===== src/rtl/slice_stream_reader_if.sv =====
// RAM read port and framebuffer output bundle for slice_stream_reader.
// master = the reader itself, slave = RAM / LED driver side.
interface slice_stream_reader_if #(
   parameter int N_DRIVERS = 30,
   parameter int BITS      = 9,
   parameter int ADDR_W    = 9
);
   logic [ADDR_W-1:0]         ram_addr;
   logic [N_DRIVERS*BITS-1:0] ram_rdata;
   logic [N_DRIVERS-1:0]      framebuffer_dat;
   logic                      framebuffer_sync;

   modport master (
      output ram_addr,
      output framebuffer_dat,
      output framebuffer_sync,
      input  ram_rdata
   );

   modport slave (
      input  ram_addr,
      input  framebuffer_dat,
      input  framebuffer_sync,
      output ram_rdata
   );
endinterface


===== src/rtl/slice_stream_reader.sv =====
// Reads a slice from the slice RAM and serialises it MSB-first, one bit per driver per cycle.
// Optional test pattern generator enabled by defining SLICE_TEST_PATTERN_EN.
module slice_stream_reader #(
   parameter int BLANKING_TIME = 80,
   parameter int N_DRIVERS     = 30,
   parameter int BITS          = 9,
   parameter int CHANNELS      = 48,
   parameter int MUX_LINES     = 8
) (
   input  logic clk_33,
   input  logic rst,
   input  logic slice_start,
`ifdef SLICE_TEST_PATTERN_EN
   input  logic test_mode,
`endif
   slice_stream_reader_if.master bus,
   output logic busy,
   output logic underrun,
   output logic overrun
);
   localparam int ADDR_W      = $clog2(MUX_LINES*CHANNELS);
   localparam int SHIFT_LEN   = BITS*CHANNELS;
   localparam int PERIOD      = BLANKING_TIME + SHIFT_LEN + 1;
   localparam int LC_W        = $clog2(PERIOD);
   localparam int LINE_W      = $clog2(MUX_LINES > 1 ? MUX_LINES : 2);
   localparam int BIT_W       = $clog2(BITS > 1 ? BITS : 2);
   localparam int WORD_W      = N_DRIVERS*BITS;
   localparam int FETCH_FIRST = BLANKING_TIME - 2;
   localparam int FETCH_END   = FETCH_FIRST + SHIFT_LEN;

   localparam logic [1:0] S_IDLE = 2'd0;
   localparam logic [1:0] S_SYNC = 2'd1;
   localparam logic [1:0] S_LINE = 2'd2;

   logic [1:0]        state_q, state_d;
   logic [LC_W-1:0]   lc_q, lc_d;
   logic [LINE_W-1:0] line_q, line_d;
   logic [ADDR_W-1:0] lineBase_q, lineBase_d;
   logic [ADDR_W-1:0] addr_q, addr_d;
   logic [BIT_W-1:0]  fBit_q, fBit_d;
   logic              pending_q, pending_d;
   logic              underrun_q, underrun_d;
   logic              overrun_q, overrun_d;
   logic              load_q;
   logic              act_q;
   logic [WORD_W-1:0] shreg_q;
   logic [N_DRIVERS-1:0] dat_q;

   logic [ADDR_W-1:0]    nextBase;
   logic [WORD_W-1:0]    loadWord, src, shNext;
   logic [N_DRIVERS-1:0] datNext;
   logic isLine, lastLc, lastLine, lastPad, chain, fActive, fetch;

`ifdef SLICE_TEST_PATTERN_EN
   logic testMode_q, testMode_d;
   logic tpHit_q;
`endif

   assign isLine   = (state_q == S_LINE);
   assign lastLc   = (lc_q == LC_W'(PERIOD-1));
   assign lastLine = (line_q == LINE_W'(MUX_LINES-1));
   assign lastPad  = isLine && lastLc && lastLine;
   assign chain    = lastPad && (pending_q || slice_start);
   assign fActive  = isLine && (lc_q >= LC_W'(FETCH_FIRST)) && (lc_q < LC_W'(FETCH_END));
   assign fetch    = fActive && (fBit_q == '0);
   assign nextBase = lineBase_q + ADDR_W'(CHANNELS);

   // Sequencing: the fetch window runs two cycles ahead of the shift window, one fetch per
   // BITS cycles; the address is preloaded to channel CHANNELS-1 and walks down after each fetch.
   always_comb begin
      state_d    = state_q;
      lc_d       = lc_q;
      line_d     = line_q;
      lineBase_d = lineBase_q;
      addr_d     = addr_q;
      pending_d  = pending_q;
      underrun_d = underrun_q;
      overrun_d  = overrun_q;
      fBit_d     = '0;
`ifdef SLICE_TEST_PATTERN_EN
      testMode_d = testMode_q;
`endif
      if (fActive) begin
         fBit_d = (fBit_q == BIT_W'(BITS-1)) ? '0 : fBit_q + BIT_W'(1);
      end
      case (state_q)
         S_IDLE: begin
            if (slice_start) begin
               state_d = S_SYNC;
`ifdef SLICE_TEST_PATTERN_EN
               testMode_d = test_mode;
`endif
            end
         end
         S_SYNC: begin
            state_d    = S_LINE;
            lc_d       = '0;
            line_d     = '0;
            lineBase_d = '0;
            addr_d     = ADDR_W'(CHANNELS-1);
         end
         S_LINE: begin
            if (lastLc) begin
               lc_d = '0;
               if (!lastLine) begin
                  line_d     = line_q + LINE_W'(1);
                  lineBase_d = nextBase;
                  addr_d     = nextBase + ADDR_W'(CHANNELS-1);
               end else if (chain) begin
                  line_d     = '0;
                  lineBase_d = '0;
                  addr_d     = ADDR_W'(CHANNELS-1);
`ifdef SLICE_TEST_PATTERN_EN
                  testMode_d = test_mode;
`endif
               end else begin
                  state_d    = S_IDLE;
                  underrun_d = 1'b1;
               end
            end else begin
               lc_d = lc_q + LC_W'(1);
               if (fetch && (addr_q != lineBase_q)) begin
                  addr_d = addr_q - ADDR_W'(1);
               end
            end
         end
         default: state_d = S_IDLE;
      endcase
      // A start landing on the final pad chains directly; a held pending start is consumed there.
      if (lastPad) begin
         pending_d = pending_q & slice_start;
      end else if (slice_start && (state_q != S_IDLE)) begin
         if (pending_q) begin
            overrun_d = 1'b1;
         end else begin
            pending_d = 1'b1;
         end
      end
   end

   // Per-driver MSB-first shifting; the cycle after a fetch takes fresh data straight from RAM.
   always_comb begin
`ifdef SLICE_TEST_PATTERN_EN
      if (testMode_q) begin
         for (int d = 0; d < N_DRIVERS; d++) begin
            loadWord[d*BITS +: BITS] = {BITS{tpHit_q}};
         end
      end else begin
         loadWord = bus.ram_rdata;
      end
`else
      loadWord = bus.ram_rdata;
`endif
      src = load_q ? loadWord : shreg_q;
      for (int d = 0; d < N_DRIVERS; d++) begin
         datNext[d]             = src[d*BITS + BITS - 1];
         shNext[d*BITS +: BITS] = {src[d*BITS +: BITS-1], 1'b0};
      end
   end

   always_ff @(posedge clk_33) begin
      if (rst) begin
         state_q    <= S_IDLE;
         lc_q       <= '0;
         line_q     <= '0;
         lineBase_q <= '0;
         addr_q     <= '0;
         fBit_q     <= '0;
         pending_q  <= 1'b0;
         underrun_q <= 1'b0;
         overrun_q  <= 1'b0;
         load_q     <= 1'b0;
         act_q      <= 1'b0;
         shreg_q    <= '0;
         dat_q      <= '0;
      end else begin
         state_q    <= state_d;
         lc_q       <= lc_d;
         line_q     <= line_d;
         lineBase_q <= lineBase_d;
         addr_q     <= addr_d;
         fBit_q     <= fBit_d;
         pending_q  <= pending_d;
         underrun_q <= underrun_d;
         overrun_q  <= overrun_d;
         load_q     <= fetch;
         act_q      <= fActive;
         dat_q      <= act_q ? datNext : '0;
         if (act_q) begin
            shreg_q <= shNext;
         end
      end
   end

`ifdef SLICE_TEST_PATTERN_EN
   // The channel of the word being fetched is its offset from the line base.
   always_ff @(posedge clk_33) begin
      if (rst) begin
         testMode_q <= 1'b0;
         tpHit_q    <= 1'b0;
      end else begin
         testMode_q <= testMode_d;
         tpHit_q    <= fetch && ((addr_q - lineBase_q) == ADDR_W'(line_q));
      end
   end
`endif

   assign bus.ram_addr         = addr_q;
   assign bus.framebuffer_dat  = dat_q;
   assign bus.framebuffer_sync = (state_q == S_SYNC) || chain;
   assign busy                 = (state_q != S_IDLE);
   assign underrun             = underrun_q;
   assign overrun              = overrun_q;
endmodule

===== src/flat_wrapper.sv =====
// flat-port wrapper written by rule: the top's interface ports become plain ports
module slice_stream_reader_flat 
#(
   parameter int BLANKING_TIME = 80,
   parameter int N_DRIVERS     = 30,
   parameter int BITS          = 9,
   parameter int CHANNELS      = 48,
   parameter int MUX_LINES     = 8
)
  (clk_33, rst, slice_start, busy, underrun, overrun, bus_ram_addr, bus_framebuffer_dat, bus_framebuffer_sync, bus_ram_rdata);
  slice_stream_reader_if #(.N_DRIVERS(N_DRIVERS), .BITS(BITS)) bus_i ();
  input  logic clk_33;
  input  logic rst;
  input  logic slice_start;
  output logic busy;
  output logic underrun;
  output logic overrun;
  output wire logic [$bits(bus_i.ram_addr)-1:0] bus_ram_addr;
  output wire logic [$bits(bus_i.framebuffer_dat)-1:0] bus_framebuffer_dat;
  output wire logic [$bits(bus_i.framebuffer_sync)-1:0] bus_framebuffer_sync;
  input wire logic [$bits(bus_i.ram_rdata)-1:0] bus_ram_rdata;
  assign bus_ram_addr = bus_i.ram_addr;
  assign bus_framebuffer_dat = bus_i.framebuffer_dat;
  assign bus_framebuffer_sync = bus_i.framebuffer_sync;
  assign bus_i.ram_rdata = bus_ram_rdata;
  slice_stream_reader #(.BLANKING_TIME(BLANKING_TIME), .N_DRIVERS(N_DRIVERS), .BITS(BITS), .CHANNELS(CHANNELS), .MUX_LINES(MUX_LINES)) u_core (.clk_33(clk_33), .rst(rst), .slice_start(slice_start), .bus(bus_i), .busy(busy), .underrun(underrun), .overrun(overrun));
endmodule

===== config.mk =====
export PLATFORM = sky130hd
export DESIGN_NAME = slice_stream_reader_flat
export DESIGN_NICKNAME = d
export VERILOG_FILES = /design/src/rtl/slice_stream_reader_if.sv /design/src/rtl/slice_stream_reader.sv /design/src/flat_wrapper.sv
export SDC_FILE = /design/constraint.sdc
export NUM_CORES = 1
export LEC_CHECK = 0
export CAP_MARGIN = 20
export CORE_MARGIN = 2
export CORE_UTILIZATION = 40
export DETAILED_ROUTE_END_ITERATION = 8
export MAX_ROUTING_LAYER = met4
export PLACE_DENSITY_LB_ADDON = 0.15
export SYNTH_ARGS = -nofsm -noshare
export SYNTH_HDL_FRONTEND = slang
export SYNTH_SLANG_ARGS = --single-unit

===== constraint.sdc =====
create_clock -name clk_33 -period 3.7 [get_ports clk_33]
set_input_delay 1.11 -clock clk_33 [delete_from_list [all_inputs] [get_ports clk_33]]
set_output_delay 1.11 -clock clk_33 [all_outputs]
set_load 0.02 [all_outputs]

==> flow_summary.toml <==
[timing]
fin_setup_tns_ns = 0
post-route-period-util_pct = 87.4
worstMarginPinSlew_ns = 1.06
final-hold-violation-count = 0
slew-limit-headroom_pct = 29.6
max_freq_ghz = 0.309
grt_setup_unrepaired = "false"
timing.final.max_slew_violations = 0
period_needed_ns = 3.23
final.setup_skew_ns = 0.0210
finalSetupViolations = 0

[finish]
fillCellCount = 3080
post_route_cells_drive_above_1_share_pct = 4.58
mostFrequentLayoutCells = "313 x sky130_fd_sc_hd__clkdlybuf4s50_1, 310 x sky130_fd_sc_hd__nor2_1, 306 x sky130_fd_sc_hd__dfxtp_1, 244 x sky130_fd_sc_hd__mux2i_1, 211 x sky130_fd_sc_hd__a211oi_1"
final_net_count = 1944
fin_area_sq_um = 17900
layout-area-overhead-vs-synth_pct = 33.6
most_frequent_standard_cell_in_the_layout_excluding_fill_and_tap_cells = "sky130_fd_sc_hd__clkdlybuf4s50_1"

[synth]
synth.net_count = 1704
synth.top_cell.area_share_pct = 46.0
yosys.area_share.xor_xnor_pct = 1.44
synth_cell_types = 55
post_synth_fa_ha_maj_area_fraction_pct = 1.03
synth_area_leaders = "sky130_fd_sc_hd__dfxtp_1 46%, sky130_fd_sc_hd__mux2i_1 18%, sky130_fd_sc_hd__a211oi_1 12%"
mappedNetlistArea_sq_um = 13400
yosys.area.top_type = "sky130_fd_sc_hd__dfxtp_1"
seq_area_frac_synth_pct = 46.0
synth_top_family_by_area = "multiplexers"
synth_warnings = 0
synth-compound-area-share_pct = 15.7
synth.area.mux_share_pct = 18.2
ys_seq_elements = 308
synth_flop_cell = "sky130_fd_sc_hd__dfxtp_1"
synth-edff-count = 0
synthArstFlopShare_pct = 0
synth_simple_gate_area_share_pct = 13.1
synthesis.instances = 1420
syn-mean-instance-area_sq_um = 9.43

[clock_network]
tritoncts.num_buffers = 36
htree_levels = 2
clk_latency_ns = 0.50
tritoncts_clock_tree = "done"
cts.root.buffer_cell = "sky130_fd_sc_hd__clkbuf_16"
cts_buffer_depth = 3
cts.sink_count = 308
clock_transition_at_path_regs_ns = 0.06

[placed_design]
post_dp_cell_area_sq_um = 16700
place.detailed.hpwl_um = 21000
io_buffers = 315
gp_congestion = 0.811

[grt]
grt-ovfl-total = 0
grt_pass1_wl_um = 53500
antenna_found_initial = 3
total_global_route_track_usage_pct = 19.0
pin_count_of_the_biggest_net_entering_global_routing = 219
first_global_vias = 10200

[worst_setup_path]
crit_slowest_cell = "sky130_fd_sc_hd__dfxtp_1"
cp_max_fanout = 6
worstPathCellList = "inv_1 > ha_1 > nor4b_4 > and3_1 > nand3_1 > o21bai_1 > dlymetal6s2s_1"
endpoint_kind = "primary output"
crit_path_max_incr_delay_ns = 0.36
timing.critical_path.from_type = "flip-flop"
critPathArrivalTime_ns = 2.12
crit_type = "flip-flop to primary output"
critPathRequiredTime_ns = 2.59

[drt]
routed_wire_length_per_instance_um = 15.7
antenna_nets_post_route = 0
avgViaCountPerCell = 5.07
num_vias = 10800
drcViolationCount = 0
dr.first_iter.drc_count = 582
detail_route.wirelength_um = 33600
detail_route.first_pass.iterations = 5

[hold_path]
min_path_type = "flip-flop to flip-flop"

[power_and_ir_drop]
net-switching-power_mw = 1.60
pwr-share-clk_pct = 47.0
ir_worst_vdd_mv = 0.280
power.sequential.fraction_pct = 44.9
power.total_mw = 7.48
pwr-share-comb_pct = 8.1
leakage_power_nw = 5.48
power_density_over_cell_area_nw_per_um2 = 418
p_int_mw = 5.88
power.switching_fraction_pct = 21.4

[floorplan]
starting_density_of_the_core_pct = 40.2
die_x_um = 187
floorplan.die.height_um = 187
top_level_ports = 316
design.die.area_sq_um = 35000
core.rowCount = 67
placeableCoreArea_sq_um = 33300

[run]
maxCapViolations = 0

[run_status]
run_status = "finished, final reports clean"
## timing repair
item	CTS	global route
buffers inserted	0	0
setup endpoints to repair	0	1
gates resized for setup	0	1
hold buffers	0	0
## cells by family (layout without fill, tap and decap cells)
| group | count (synthesis) | count (layout) |
|---|---|---|
| other | 0 | 3 |
| buffers and inverters | 142 | 403 |
| AO/OA/AOI/OAI | 290 | 290 |
| flip-flops | 308 | 308 |
| adder cells (fa/ha/maj) | 11 | 11 |
| multiplexers | 244 | 244 |
| XOR/XNOR | 22 | 22 |
| AND/OR/NAND/NOR | 403 | 403 |
## metrics by stage
step / utilization, % / setup slack [ns] / cells / hold WS [ns]
after floorplan: - / 1.02 / 1420 / 0.430
after global placement: 50.2 / 0.203 / 2070 / 0.445
after detailed placement: 50.2 / 0.200 / 2070 / 0.468
after CTS: 53.8 / 0.0637 / 2129 / 0.475
after global routing: 53.8 / 0.320 / 2132 / 0.488
final: 53.8 / 0.466 / 2132 / 0.470
## layout make-up
type                            count  area [sq um]  area share [%]
Multi-Input combinational cell    970          6630            37.1
Clock buffer                       56          1110            6.19
Sequential cell                   308          6170            34.5
Tap cell                          448           561            3.13
Timing Repair Buffer              324          3280            18.3
Inverter                           20          75.1           0.419
Antenna cell                        3          7.51          0.0419
Clock inverter                      3          65.1           0.363
## worst paths after layout
kind	from	end	slack (ns)	cells after the start
max	u_core.lc_q[1]	bus_framebuffer_sync	0.47	7
min	u_core.overrun	u_core.overrun	0.47	2
max reg2reg	u_core.line_q[0]	u_core.bus.ram_addr[3]	1.34	8
min reg2reg	u_core.overrun	u_core.overrun	0.47	2
## state kept, by name, summed over array words and instances, names as in the netlist, 2 cells and up
signal                      cells
u_core.bus.ram_addr             9
u_core.shreg_q                240
u_core.state_q                  2
u_core.bus.framebuffer_dat     30
u_core.line_q                   3
u_core.lineBase_q               5
u_core.lc_q                    10
u_core.fBit_q                   4
## worst max-delay path: cells and delay by family, from the launching register on
kind / cells / cell delay (ns)
buffers and inverters: 2 / 0.33
DFF: 1 / 0.36
AOI/OAI and AO/OA: 1 / 0.18
and+or+nand+nor: 3 / 0.61
adders and majority gates: 1 / 0.14
## cell usage after synthesis (all sizes together), types with 2 or more instances
cell type  instances
nor2             311
dfxtp            308
mux2i            244
a211oi           212
clkbuf            77
a21oi             46
buf               45
nor2b             33
inv               20
xor2              14
nand3             12
ha                11
nand2             10
nand4              9
xnor2              8
o21ai              7
nor3               6
a21o               4
nor4               4
a31oi              3
a41oi              3
and2               3
and3               3
a22oi              2
nand2b             2
nand3b             2
nor4bb             2
o311ai             2
o31ai              2
or3b               2
## per-layer routing
layer  share of wire (%)  track usage [%]  routed length (um)  vias to the layer above
li1                    -                -                   -                     5540
met1                  48             25.2               16100                     4988
met2                  45             29.0               15000                      231
met3                 4.9             4.02                1640                       59
met4                 2.5             5.86                 824                        0
met5                   0                -                   0                        -
## power groups by stage
stage	Clock [mW]	Sequential (mW)	Combinational [mW]
after floorplan	0	3.44	0.231
after global placement	0	3.43	0.601
after detailed placement	0	3.43	0.606
after CTS	3.61	3.36	0.611
after global routing	3.74	3.36	0.656
final	3.51	3.36	0.606
No activity file was read; power rests on OpenSTA's default activity.
